**src/rtl/fsm_seq_gen.sv**
```systemverilog
// Serial pattern transmitter: accepts a DATA_W-bit frame on valid/ready and shifts it
// out MSB-first, optionally repeating it with a fixed idle gap between repeats.
module fsm_seq_gen #(
  parameter int DATA_W  = 8,
  parameter int GAP_LEN = 2
) (
  input  logic              i_clk,
  input  logic              i_rstn,
  input  logic [DATA_W-1:0] i_data,
  input  logic [3:0]        i_rpt,
  input  logic              i_valid,
  output logic              o_ready,
  output logic              o_seq,
  output logic              o_seq_valid,
  output logic              o_busy,
  output logic              o_done
);
  localparam int BW = $clog2(DATA_W);
  localparam int GW = (GAP_LEN > 1) ? $clog2(GAP_LEN) : 1;
  localparam logic [BW-1:0] BIT_LAST = BW'(DATA_W - 1);
  // GAP_LEN=0 never enters S_GAP, so the reload value is irrelevant there
  localparam logic [GW-1:0] GAP_LAST = GW'((GAP_LEN > 0) ? GAP_LEN - 1 : 0);

  typedef enum logic [1:0] {
    S_IDLE  = 2'd0,
    S_SHIFT = 2'd1,
    S_GAP   = 2'd2,
    S_DONE  = 2'd3
  } state_t;

  state_t            state, state_nx;
  logic [DATA_W-1:0] shreg, shreg_nx;
  logic [DATA_W-1:0] frame, frame_nx;
  logic [BW-1:0]     bitcnt, bitcnt_nx;
  logic [3:0]        rptcnt, rptcnt_nx;
  logic [GW-1:0]     gapcnt, gapcnt_nx;

  always_ff @(posedge i_clk) begin
    if (!i_rstn) begin
      state  <= S_IDLE;
      shreg  <= '0;
      frame  <= '0;
      bitcnt <= '0;
      rptcnt <= '0;
      gapcnt <= '0;
    end else begin
      state  <= state_nx;
      shreg  <= shreg_nx;
      frame  <= frame_nx;
      bitcnt <= bitcnt_nx;
      rptcnt <= rptcnt_nx;
      gapcnt <= gapcnt_nx;
    end
  end

  always_comb begin
    state_nx  = state;
    shreg_nx  = shreg;
    frame_nx  = frame;
    bitcnt_nx = bitcnt;
    rptcnt_nx = rptcnt;
    gapcnt_nx = gapcnt;
    case (state)
      S_IDLE: begin
        if (i_valid) begin
          shreg_nx  = i_data;
          frame_nx  = i_data;
          rptcnt_nx = i_rpt;
          bitcnt_nx = BIT_LAST;
          state_nx  = S_SHIFT;
        end
      end
      S_SHIFT: begin
        if (bitcnt != '0) begin
          shreg_nx  = {shreg[DATA_W-2:0], 1'b0};
          bitcnt_nx = bitcnt - 1'b1;
        end else if (rptcnt == '0) begin
          state_nx = S_DONE;
        end else begin
          // reload the saved frame for the next repeat
          rptcnt_nx = rptcnt - 1'b1;
          shreg_nx  = frame;
          bitcnt_nx = BIT_LAST;
          if (GAP_LEN != 0) begin
            gapcnt_nx = GAP_LAST;
            state_nx  = S_GAP;
          end
        end
      end
      S_GAP: begin
        if (gapcnt == '0) state_nx = S_SHIFT;
        else              gapcnt_nx = gapcnt - 1'b1;
      end
      S_DONE:  state_nx = S_IDLE;
      default: state_nx = S_IDLE;
    endcase
  end

  // Moore outputs: decoded from registered state only
  always_comb begin
    o_ready     = 1'b0;
    o_seq       = 1'b0;
    o_seq_valid = 1'b0;
    o_busy      = 1'b1;
    o_done      = 1'b0;
    case (state)
      S_IDLE: begin
        o_ready = 1'b1;
        o_busy  = 1'b0;
      end
      S_SHIFT: begin
        o_seq       = shreg[DATA_W-1];
        o_seq_valid = 1'b1;
      end
      S_GAP:   ;
      S_DONE:  o_done = 1'b1;
      default: begin
        o_ready = 1'b1;
        o_busy  = 1'b0;
      end
    endcase
  end

endmodule
```
**config.mk**
```make
export PLATFORM = sky130hd
export DESIGN_NAME = fsm_seq_gen
export DESIGN_NICKNAME = d
export VERILOG_FILES = /design/src/rtl/fsm_seq_gen.sv
export SDC_FILE = /design/constraint.sdc
export NUM_CORES = 1
export LEC_CHECK = 0
export BUFFER_PORTS_ARGS = -buffer_cell sky130_fd_sc_hd__buf_4
export CAP_MARGIN = 0
export CORE_MARGIN = 2
export CORE_UTILIZATION = 30
export DETAILED_ROUTE_END_ITERATION = 8
export GPL_ROUTABILITY_DRIVEN = 0
export SLEW_MARGIN = 5
export SYNTH_ARGS = -nofsm -noshare
export SYNTH_HDL_FRONTEND = slang
export SYNTH_SLANG_ARGS = --single-unit
export TNS_END_PERCENT = 20
```
**constraint.sdc**
```tcl
create_clock -name i_clk -period 2.5 [get_ports i_clk]
set_clock_uncertainty 0.15 [all_clocks]
set_input_delay 0.25 -clock i_clk [delete_from_list [all_inputs] [get_ports i_clk]]
set_output_delay 0.25 -clock i_clk [all_outputs]
set_load 0.005 [all_outputs]
```
# Word-level counts from Yosys, hierarchy flattened
# Cells that the tools add are included.
dict set report op_classes {
  n_addsub 3
  n_eq_ne 8
  muxes 26
  reduce_logical 10
}
# operator n
set ops {}
lappend ops {{8-bit two-way mux} 3}
lappend ops {{8-bit one-hot mux with 2 select lines} 1}
lappend ops {{4-bit two-way mux} 3}
lappend ops {{1-bit two-way mux} 9}
lappend ops {{3-bit two-way mux} 3}
lappend ops {{3-bit AND reduction} 3}
lappend ops {{2-bit inequality test (second input constant)} 4}
lappend ops {{2-bit one-hot mux with 4 select lines} 1}
lappend ops {{4-bit one-hot mux with 2 select lines} 1}
lappend ops {{2-bit two-way mux} 3}
lappend ops {{3-bit one-hot mux with 2 select lines} 1}
lappend ops {{2-bit == test (second input constant)} 2}
lappend ops {{4-bit zero test} 1}
lappend ops {{4-bit AND reduction} 1}
lappend ops {{2-bit nonzero test} 2}
lappend ops {{4-bit by 1-bit subtractor with 4-bit output (second input constant)} 1}
lappend ops {{3-bit inequality test (second input constant)} 1}
lappend ops {{3-bit nonzero test} 1}
lappend ops {{3-bit by 1-bit subtractor with 3-bit output (second input constant)} 1}
lappend ops {{2-bit by 1-bit == test with 1-bit output (second input constant)} 1}
lappend ops {{2-bit zero test} 1}
lappend ops {{1-bit one-hot mux with 2 select lines} 1}
lappend ops {{2-bit AND reduction} 1}
lappend ops {{1-bit subtractor (second input constant)} 1}
dict set report totals {
  regBits 26
  input_bits 15
  word_cells 53
}

# Depth between registers and ports, before layout
# Gate-level depths: netlist (run 1).
dict set report logic_depth {
  ltp_word 4
  mapped_depth 8
  ltp_nobuf 6
}

# Worst setup path after synthesis (run 1)
# Ideal clock, no wire load.
dict set report synth_timing {
  path_kind {reg2reg}
  start {reg bitcnt[0]}
  end {reg shreg[1]}
  arrival_time_ns 1.628
  t_required_ns 2.262
  path_slack_ns 0.634
  stages_incl_launch_ff 8
  path_buffers 1
  path_cell_list {dfxtp_1 > inv_1 > ha_1 > nor2b_1 > buf_6 > a311oi_4 > nand2_4 > o32ai_2}
}
dict set report synth_via {
  elab_chain_cells 3
}
# element line_no
set synth_rtl {}
lappend synth_rtl {{from (decl)} 34} ;# logic [BW-1:0] bitcnt, bitcnt_nx;
lappend synth_rtl {{from (signal assigned)} 50} ;# bitcnt <= bitcnt_nx;
lappend synth_rtl {{3-bit nonzero test *} 74} ;# if (bitcnt != '0) begin
lappend synth_rtl {{3-bit inequality test (no source line) / 8-bit two-way mux (equally long branches)} --}
lappend synth_rtl {{3-bit AND reduction (no source line) / 8-bit one-hot mux with 2 select lines (equally long branches)} --}
lappend synth_rtl {{to (signal assigned)} 48} ;# shreg <= shreg_nx;
lappend synth_rtl {{to (decl)} 32} ;# logic [DATA_W-1:0] shreg, shreg_nx;
# Every way passes the cells marked *; elsewhere a longest branch is shown, timed or not.
# A chain may end at the register's enable or synchronous reset.

# Worst setup path in the final report (run 1)
dict set report layout_timing {
  start {reg state[0]}
  end {out o_seq_valid}
}
dict set report layout_via {
  elab_chain_cells 2
}
# element line_no
set layout_rtl {}
lappend layout_rtl {{from (decl)} 31} ;# state_t state, state_nx;
lappend layout_rtl {{from (signal assigned)} 47} ;# state <= state_nx;
lappend layout_rtl {{2-bit by 1-bit == test with 1-bit output} 106} ;# case (state)
lappend layout_rtl {{1-bit two-way mux} 106}
lappend layout_rtl {{to (decl)} 14} ;# output logic o_seq_valid,
# No other way between the ends.

==> results of run 1 <==
-- registers in the layout (all words and copies together), names as in the netlist --
name / cells
frame: 8
shreg: 8
rptcnt: 4
bitcnt: 3
state: 2
gapcnt: 1
-- final cells by class --
type                       count  area [µm²]  share of cell area
multi-input combinational    119         813               0.480
sequential                    26         520               0.307
timing repair buffer          24         180               0.106
tap                           54        67.6              0.0399
clock buffer                   3        41.3              0.0244
inverter                      11        41.3              0.0244
clock inverter                 1        30.0              0.0177
-- worst register-to-register path, cell delays in order, from the launching register on --
cell	delay, ps
dfxtp_1	600
nand2b_1	310
inv_1	350
buf_4	230
nor2_1	60
o32ai_1	260
-- per-layer routing --
| layer | wire [µm] | up-vias | track usage | share of wire |
|---|---|---|---|---|
| met3 | 43 | 4 | 0.00829 | 0.014 |
| met5 | 0 | - | 0 | 0 |
| li1 | - | 605 | - | - |
| met2 | 1530 | 16 | 0.200 | 0.48 |
| met4 | 27 | 0 | 0.0370 | 0.0085 |
| met1 | 1570 | 558 | 0.176 | 0.50 |
-- cell usage in the layout (no fill, tap or decap), types with 3 or more instances in the layout --
| cell | n |
|---|---|
| o32ai_2 | 6 |
| nor2_1 | 10 |
| inv_1 | 11 |
| clkbuf_8 | 3 |
| ha_1 | 3 |
| and3_1 | 8 |
| nor2b_1 | 11 |
| nand3_1 | 3 |
| dfxtp_1 | 26 |
| mux2i_1 | 8 |
| a21oi_1 | 7 |
| o21ai_0 | 3 |
| o211a_1 | 4 |
| buf_4 | 24 |
| and2_1 | 3 |
| nand2_1 | 29 |
-- per-stage QoR --
stage	util	total power, mW	worst slack [ps]
after floorplan	-	0.761	634
after CTS	0.363	1.21	228
after global placement	0.348	0.847	463
after global routing	0.363	1.27	44.4
final	0.363	1.20	214
after detailed placement	0.348	0.850	493
-- how the worst max path moves through the flow --
stage                     startpoint           to  slack (ps)  cells past startpoint
after floorplan            bitcnt[0]     shreg[1]         630                      7
after global placement     rptcnt[0]     shreg[0]         460                      6
after detailed placement    state[0]     shreg[3]         490                      5
after CTS                   state[0]  o_seq_valid         230                      4
after global routing        state[0]  o_seq_valid          40                      4
final                       state[0]  o_seq_valid         210                      4
-- where the power goes --
group	leakage (nW)	switching [mW]	internal (mW)
Combinational	0.483	0.180	0.160
Sequential	0.215	0.0366	0.464
Clock	0.0357	0.145	0.214
Total	0.733	0.361	0.838
-- cell families (layout without fill, tap and decap cells) --
logic type | count (synthesis) | after routing | share of synthesized area
buffers and inverters | 23 | 39 | 0.0749
and+or+nand+nor | 75 | 75 | 0.266
adders and majority gates | 3 | 3 | 0.0261
AOI/OAI and AO/OA | 32 | 32 | 0.209
DFF | 26 | 26 | 0.362
xor gates and xnor gates | 1 | 1 | 0.00610
muxes | 8 | 8 | 0.0558
==> summary.txt, run 1 <==
Status
  – Status: finished, final reports clean

STA
  – Fmax: around 440 MHz
  – Final setup fails: 0
  – Setup TNS: 0 ps
  – Fin crit share: 0.915
  – Final hold vios: 0
  – Min Tclk post-route: about 2300 ps
  – Hold slack: 88.3 ps
  – Slew Limit Fails: 0
  – Worst Tran Pin Value: 590 ps
  – Relative slew margins: 0.606
  – RSZ-0062 raised after global routing: no

Floorplanning
  – # rows: 25
  – Die Ht: about 73 µm
  – Core ar.: 4660 µm²
  – Die ar.: around 5400 µm²
  – Initial Util: 0.308
  – Die X: 73.2 µm
  – Io pins: 20

Worst setup path
  – CP delay by family, top: buffers and inverters
  – Reg2reg start: state[0]
  – Worst path arrival time: 1890 ps
  – Crit-path slowest cell: dfxtp_1
  – Endpoint type of the worst setup path: output port
  – Worst path max stage delay: 600 ps
  – Worst path buffer plus inverter count: 3
  – Worst setup SP type: register
  – Crit path kind: register to output port
  – Reg2reg end: shreg[3]
  – Critical path peak fanout: 12
  – R2R setup slack: 460 ps
  – Most used cell, CP: buf_4
  – FF-to-FF path depth: 5
  – CP cell instances: nand2b_1 > inv_1 > buf_4 > buf_4
  – Worst Path Required: 2100 ps

Pwr
  – Pleak: 0.733 nW
  – Power density cells: between 700 and 800 nW/µm²
  – Max rail drop VDD: 205 µV

Flow run
  – Number of max-cap violations: 0

Synth
  – Syn Std Cell Area: around 1400 µm²
  – Synth area leaders: dfxtp_1 36%, nand2_1 7.6%, o32ai_2 6.8%, mux2i_1 5.6%, nor2b_1 4.8%
  – Cells after synthesis: 168
  – Top-area cell type share of the netlist area: 0.362
  – Post-Syn Nets: 186
  – Cell taking the most area after synthesis: dfxtp_1
  – #FFs+latches synth: 26
  – Avg Cell Area, Syn: 8.55 µm²
  – Yosys warns: 0
  – Most used DFF post-synth: dfxtp_1
  – Most common cell in the netlist: nand2_1
  – Synth top cells by count: 29 x nand2_1, 26 x dfxtp_1, 11 x inv_1, 11 x nor2b_1, 10 x nor2_1
  – Sequential area share after synthesis: 0.362
  – Number of flops mapped to enable cells by yosys: 0
  – Unique masters post-synth: 35
  – Asr flop ratio synth: 0

GRT
  – Largest net degree at the start of global routing: 29
  – GRT Overall Usage: 0.124
  – Gr ovfl total: 0
  – Initial antenna violation count: 0
  – Vias in the first global route: 1,143
  – First-pass GRT wire length: ~5.3 mm

Clock network
  – CTS root buffer: clkbuf_8
  – CTS Buf Count: 3
  – Skew-Pair Late Insertion Delay: 280 ps
  – Longest Clk Path Bufs: 2
  – Reg clk slew, reported paths: 100 ps
  – CTS tree: yes
  – # clock sinks: 26
  – Setup bufs post-CTS: 0
  – H-Tree Depth: 1
  – # hold bufs at CTS: 0
  – Resized cells post-CTS: 0

Drt
  – DRC viols: 0
  – Via count: about 1,200
  – DR pass1 iterations: 5
  – Via-to-Cell Ratio: 4.97
  – Drt wl/cell: 13.3 µm
  – Final WL: 3.17 mm
  – DRT iter0 DRCs: between 90 and 100
  – Routed Antenna Nets: 0

Final layout
  – Final non-filler cell total: approximately 240
  – Diode count: 0
  – Fin area: 1690 µm²
  – Share of post-route cells with drive strength above 1: 0.223
  – NumNets Final: 203
  – Synthesis-to-layout area growth: 17.9%
  – Fillers: 483

Min path
  – End of the worst hold path: frame[3]
  – WHS Path Cells: 3
  – Worst Hold Class: input pin to register
  – Worst Min Path Start: i_data[3]

Placed design
  – Placed Area: roughly 1600 µm²
  – Dpl cells: 234
  – Detailed placement HPWL: 2.19 mm
  – I/O Buffers: 19
No activity file was read; power rests on OpenSTA's default activity.
==> inputs of run 2 (changes only) <==
--- a/config.mk
+++ b/config.mk
@@ -11,6 +11,8 @@
 export CORE_UTILIZATION = 30
 export DETAILED_ROUTE_END_ITERATION = 8
 export GPL_ROUTABILITY_DRIVEN = 0
+export GPL_TIMING_DRIVEN = 0
+export MAX_ROUTING_LAYER = met4
 export SLEW_MARGIN = 5
 export SYNTH_ARGS = -nofsm -noshare
 export SYNTH_HDL_FRONTEND = slang
==> summary.txt, run 2 (synthesis gave the netlist of run 1 again) <==
Placed design
  – Detailed placement HPWL: 2.30 mm
  – I/O Buffers: 18
  – Dpl cells: 240

Clock network
  – Reg clk slew, reported paths: 90 ps
  – Longest Clk Path Bufs: 2
  – Setup bufs post-CTS: 0
  – # clock sinks: 26
  – H-Tree Depth: 1
  – # hold bufs at CTS: 0
  – CTS tree: yes
  – Skew-Pair Late Insertion Delay: around 270 ps
  – Resized cells post-CTS: 0
  – CTS root buffer: clkbuf_8
  – CTS Buf Count: 3

Drt
  – DR pass1 iterations: 4
  – Final WL: roughly 3.2 mm
  – Via-to-Cell Ratio: 4.90
  – DRT iter0 DRCs: 72
  – DRC viols: 0
  – Drt wl/cell: 13.0 µm
  – Routed Antenna Nets: 0
  – Via count: 1,195

Worst setup path
  – Endpoint type of the worst setup path: output port
  – Worst path arrival time: 1760 ps
  – Most used cell, CP: clkbuf_1
  – Worst path buffer plus inverter count: 4
  – CP delay by family, top: buffers and inverters
  – CP cell instances: nand2b_1 > clkbuf_1 > inv_1 > clkbuf_1 > and2_1 > buf_4
  – Crit path kind: register to output port
  – Critical path peak fanout: 10
  – Crit-path slowest cell: clkbuf_1
  – Worst path max stage delay: 340 ps
  – Worst Path Required: about 2100 ps
  – Worst setup SP type: register

Pwr
  – Pleak: approximately 0.73 nW
  – Max rail drop VDD: between 200 and 250 µV
  – Power density cells: 663 nW/µm²

Min path
  – Worst Hold Class: input pin to register

Status
  – Status: finished, final reports clean

STA
  – Final hold vios: 0
  – Final setup fails: 0
  – Fin crit share: 0.866
  – Relative slew margins: 0.610
  – Setup TNS: 0 ps
  – Worst Tran Pin Value: 584 ps
  – RSZ-0062 raised after global routing: no
  – Hold slack: 92.9 ps
  – Slew Limit Fails: 0
  – Fmax: 462 MHz
  – Min Tclk post-route: 2160 ps

GRT
  – Initial antenna violation count: 0
  – GRT Overall Usage: 0.133
  – Vias in the first global route: 1,113
  – Largest net degree at the start of global routing: 15
  – First-pass GRT wire length: 5.29 mm
  – Gr ovfl total: 0

Final layout
  – Diode count: 0
  – Largest registers: frame (8), shreg (8), rptcnt (4)
  – Synthesis-to-layout area growth: 17.9%
  – Share of post-route cells with drive strength above 1: 0.216
  – Commonest non-fill, non-tap cell in the layout: nand2_1
  – Most frequent cells in the layout: 29 x nand2_1, 26 x dfxtp_1, 18 x buf_4
  – Final non-filler cell total: between 200 and 250
  – NumNets Final: 209

Floorplanning
  – # rows: 25
  – Core ar.: between 4000 and 5000 µm²
  – Die X: 73.2 µm
  – Die ar.: approximately 5400 µm²
  – Initial Util: 0.308
  – Io pins: 20
  – Die Ht: 73.2 µm

Flow run
  – Number of max-cap violations: 0
## run 2: cell types whose count changed in the layout (fill, tap and decap cells not counted), sizes merged
cell and change:
clkbuf +6, bufinv -1, buf +1
## run 2: report_power, final
group	switching [mW]	internal [mW]	total (mW)
combinational	0.191	0.163	0.354
sequential	0.0283	0.464	0.492
clock	0.136	0.141	0.277
total	0.355	0.767	1.12
## run 2: metrics by stage
step | setup WS (ps) | utilization | cell area, µm² | total power [mW]
finish | 335 | 0.363 | 1690 | 1.12
floorplan | 634 | - | 1440 | 0.761
global placement | 468 | 0.352 | 1640 | 0.854
global route | 134 | 0.363 | 1690 | 1.20
CTS | 255 | 0.363 | 1690 | 1.14
detailed placement | 458 | 0.352 | 1640 | 0.859
## run 2: cell type report
| type | count | area [µm²] |
|---|---|---|
| Buffer | 12 | 66.3 |
| Clock buffer | 4 | 55.1 |
| Fill cell | 500 | 2970 |
| Inverter | 11 | 41.3 |
| Multi-Input combinational cell | 119 | 808 |
| Sequential cell | 26 | 520 |
| Tap cell | 54 | 67.6 |
| Timing Repair Buffer | 18 | 135 |
## run 2: worst paths after layout
| kind | start | to | slack, ps | depth (start not counted) |
|---|---|---|---|---|
| worst max-delay path | state[1] | o_seq | 340 | 6 |
| worst min-delay path | i_data[6] | frame[6] | 90 | 3 |
| worst max register to register | bitcnt[0] | shreg[6] | 460 | 7 |
| worst min register to register | shreg[3] | shreg[3] | 330 | 2 |
## run 2: per-layer routing
| layer | routed length (µm) | global-route usage |
|---|---|---|
| met2 | 1450 | 0.202 |
| met3 | 48 | 0.0124 |
| met5 | 0 | - |
| met1 | 1620 | 0.180 |
| met4 | 51 | 0.0535 |
## run 2: tightest hold or removal path: cells and delay by family
family | cells | cell delay, ps
and+or+nand+nor | 1 | 90
muxes | 1 | 60
buffers and inverters | 1 | 80
==> inputs of run 3 (changes only) <==
==> constraint.sdc (replaced) <==
create_clock -name i_clk -period 2.5 [get_ports i_clk]
set_clock_uncertainty 0.15 [all_clocks]
set_input_delay 0.5 -clock i_clk [delete_from_list [all_inputs] [get_ports i_clk]]
set_output_delay 0.5 -clock i_clk [all_outputs]
set_load 0.005 [all_outputs]
==> summary.txt, run 3 (synthesis gave the netlist of run 1 again) <==
STA
  – Final hold vios: 0
  – RSZ-0062 raised after global routing: no
  – Fmax: between 400 and 500 MHz
  – Relative slew margins: 0.617
  – Worst Tran Pin Value: ~570 ps
  – Fin worst setup slack: 271 ps
  – Min Tclk post-route: 2230 ps
  – Hold slack: 334 ps
  – Setup TNS: 0 ps
  – Final setup fails: 0
  – Slew Limit Fails: 0
  – Fin crit share: 0.892

Final layout
  – Commonest non-fill, non-tap cell in the layout: nand2_1
  – Layout Utilization: 0.362
  – NumNets Final: 207
  – Synthesis-to-layout area growth: 17.4%
  – Most frequent cells in the layout: 29 x nand2_1, 26 x dfxtp_1, 18 x buf_4
  – Share of post-route cells with drive strength above 1: 0.218
  – Diode count: 0
  – Largest registers: frame (8), shreg (8), rptcnt (4)

GRT
  – Largest net degree at the start of global routing: 15
  – GRT Overall Usage: 0.133
  – Gr ovfl total: 0
  – Initial antenna violation count: 0
  – First-pass GRT wire length: 5.29 mm
  – Vias in the first global route: about 1,100

Clock network
  – Skew-Pair Late Insertion Delay: 270 ps
  – # clock sinks: 26
  – H-Tree Depth: 1
  – CTS tree: yes
  – CTS root buffer: clkbuf_8
  – Setup bufs post-CTS: 0
  – # hold bufs at CTS: 0
  – Reg clk slew, reported paths: 90 ps
  – Longest Clk Path Bufs: 2
  – CTS Buf Count: 3
  – Resized cells post-CTS: 0

Placed design
  – I/O Buffers: 18
  – Setup WS pre-CTS: 333 ps
  – Detailed placement HPWL: 2.30 mm

Worst setup path
  – FF-to-FF path depth: 7
  – Critical path peak fanout: 12
  – Reg2reg start: bitcnt[0]
  – Worst path arrival time: 1580 ps
  – Worst Path Required: 1850 ps
  – Endpoint type of the worst setup path: output port
  – Crit path kind: register to output port
  – Worst setup SP type: register
  – Critical Path Source: state[1]

Pwr
  – Power density cells: 664 nW/µm²
  – Pleak: 0.731 nW
  – Max rail drop VDD: 205 µV

Min path
  – Worst Min Path Start: shreg[3]
  – WHS Path Cells: 2
  – Worst Hold Class: register to register

Drt
  – Via-to-Cell Ratio: 4.90
  – DRT iter0 DRCs: 63
  – DR pass1 iterations: 4
  – Via count: 1,186
  – Routed Antenna Nets: 0
  – Final WL: 3.16 mm
  – DRC viols: 0
  – Drt wl/cell: 13.1 µm

Status
  – Status: finished, final reports clean

Floorplanning
  – Die X: 73.2 µm
  – Die Ht: between 70 and 80 µm
  – Initial Util: 0.308
  – Core ar.: 4660 µm²
  – Io pins: 20
  – Die ar.: 5360 µm²
  – # rows: 25

Flow run
  – Number of max-cap violations: 0
run 3: path summary, 6_finish.rpt:
check	to	slack (ps)
setup / recovery	o_seq	270
setup reg to reg	shreg[6]	460
hold / removal	shreg[3]	330
hold reg to reg	shreg[3]	330
run 3: through the flow:
stage | power (mW) | instance area, µm² | instances
floorplan | 0.761 | 1440 | 168
global placement | 0.854 | 1640 | 240
detailed placement | 0.859 | 1640 | 240
CTS | 1.14 | 1690 | 244
global route | 1.20 | 1690 | 242
finish | 1.12 | 1690 | 242
run 3: critical path: stages, from the launching register on:
cell and delay, ps:
dfxtp_1 330, nand2b_1 330, inv_1 280, and2_1 230, buf_4 130
run 3: layout make-up:
cell class	count	area [µm²]
plain buffers	10	58.8
multi-input cells	119	808
fillers	501	2970
flip-flops and latches	26	520
well taps	54	67.6
repair buffers	18	135
clock buffers	4	55.1
inverters	11	41.3
run 3: where the power goes:
group          switching [mW]  total, mW  internal, mW
sequential             0.0283      0.492         0.464
combinational           0.190      0.351         0.161
clock                   0.136      0.277         0.141
total                   0.354       1.12         0.766
run 3: metal layers:
metal / track usage / vias to the layer above / share of wire
met5: - / - / 0
met3: 0.0124 / 5 / 0.020
met2: 0.202 / 21 / 0.46
met4: 0.0535 / 0 / 0.016
li1: - / 613 / -
met1: 0.180 / 547 / 0.51
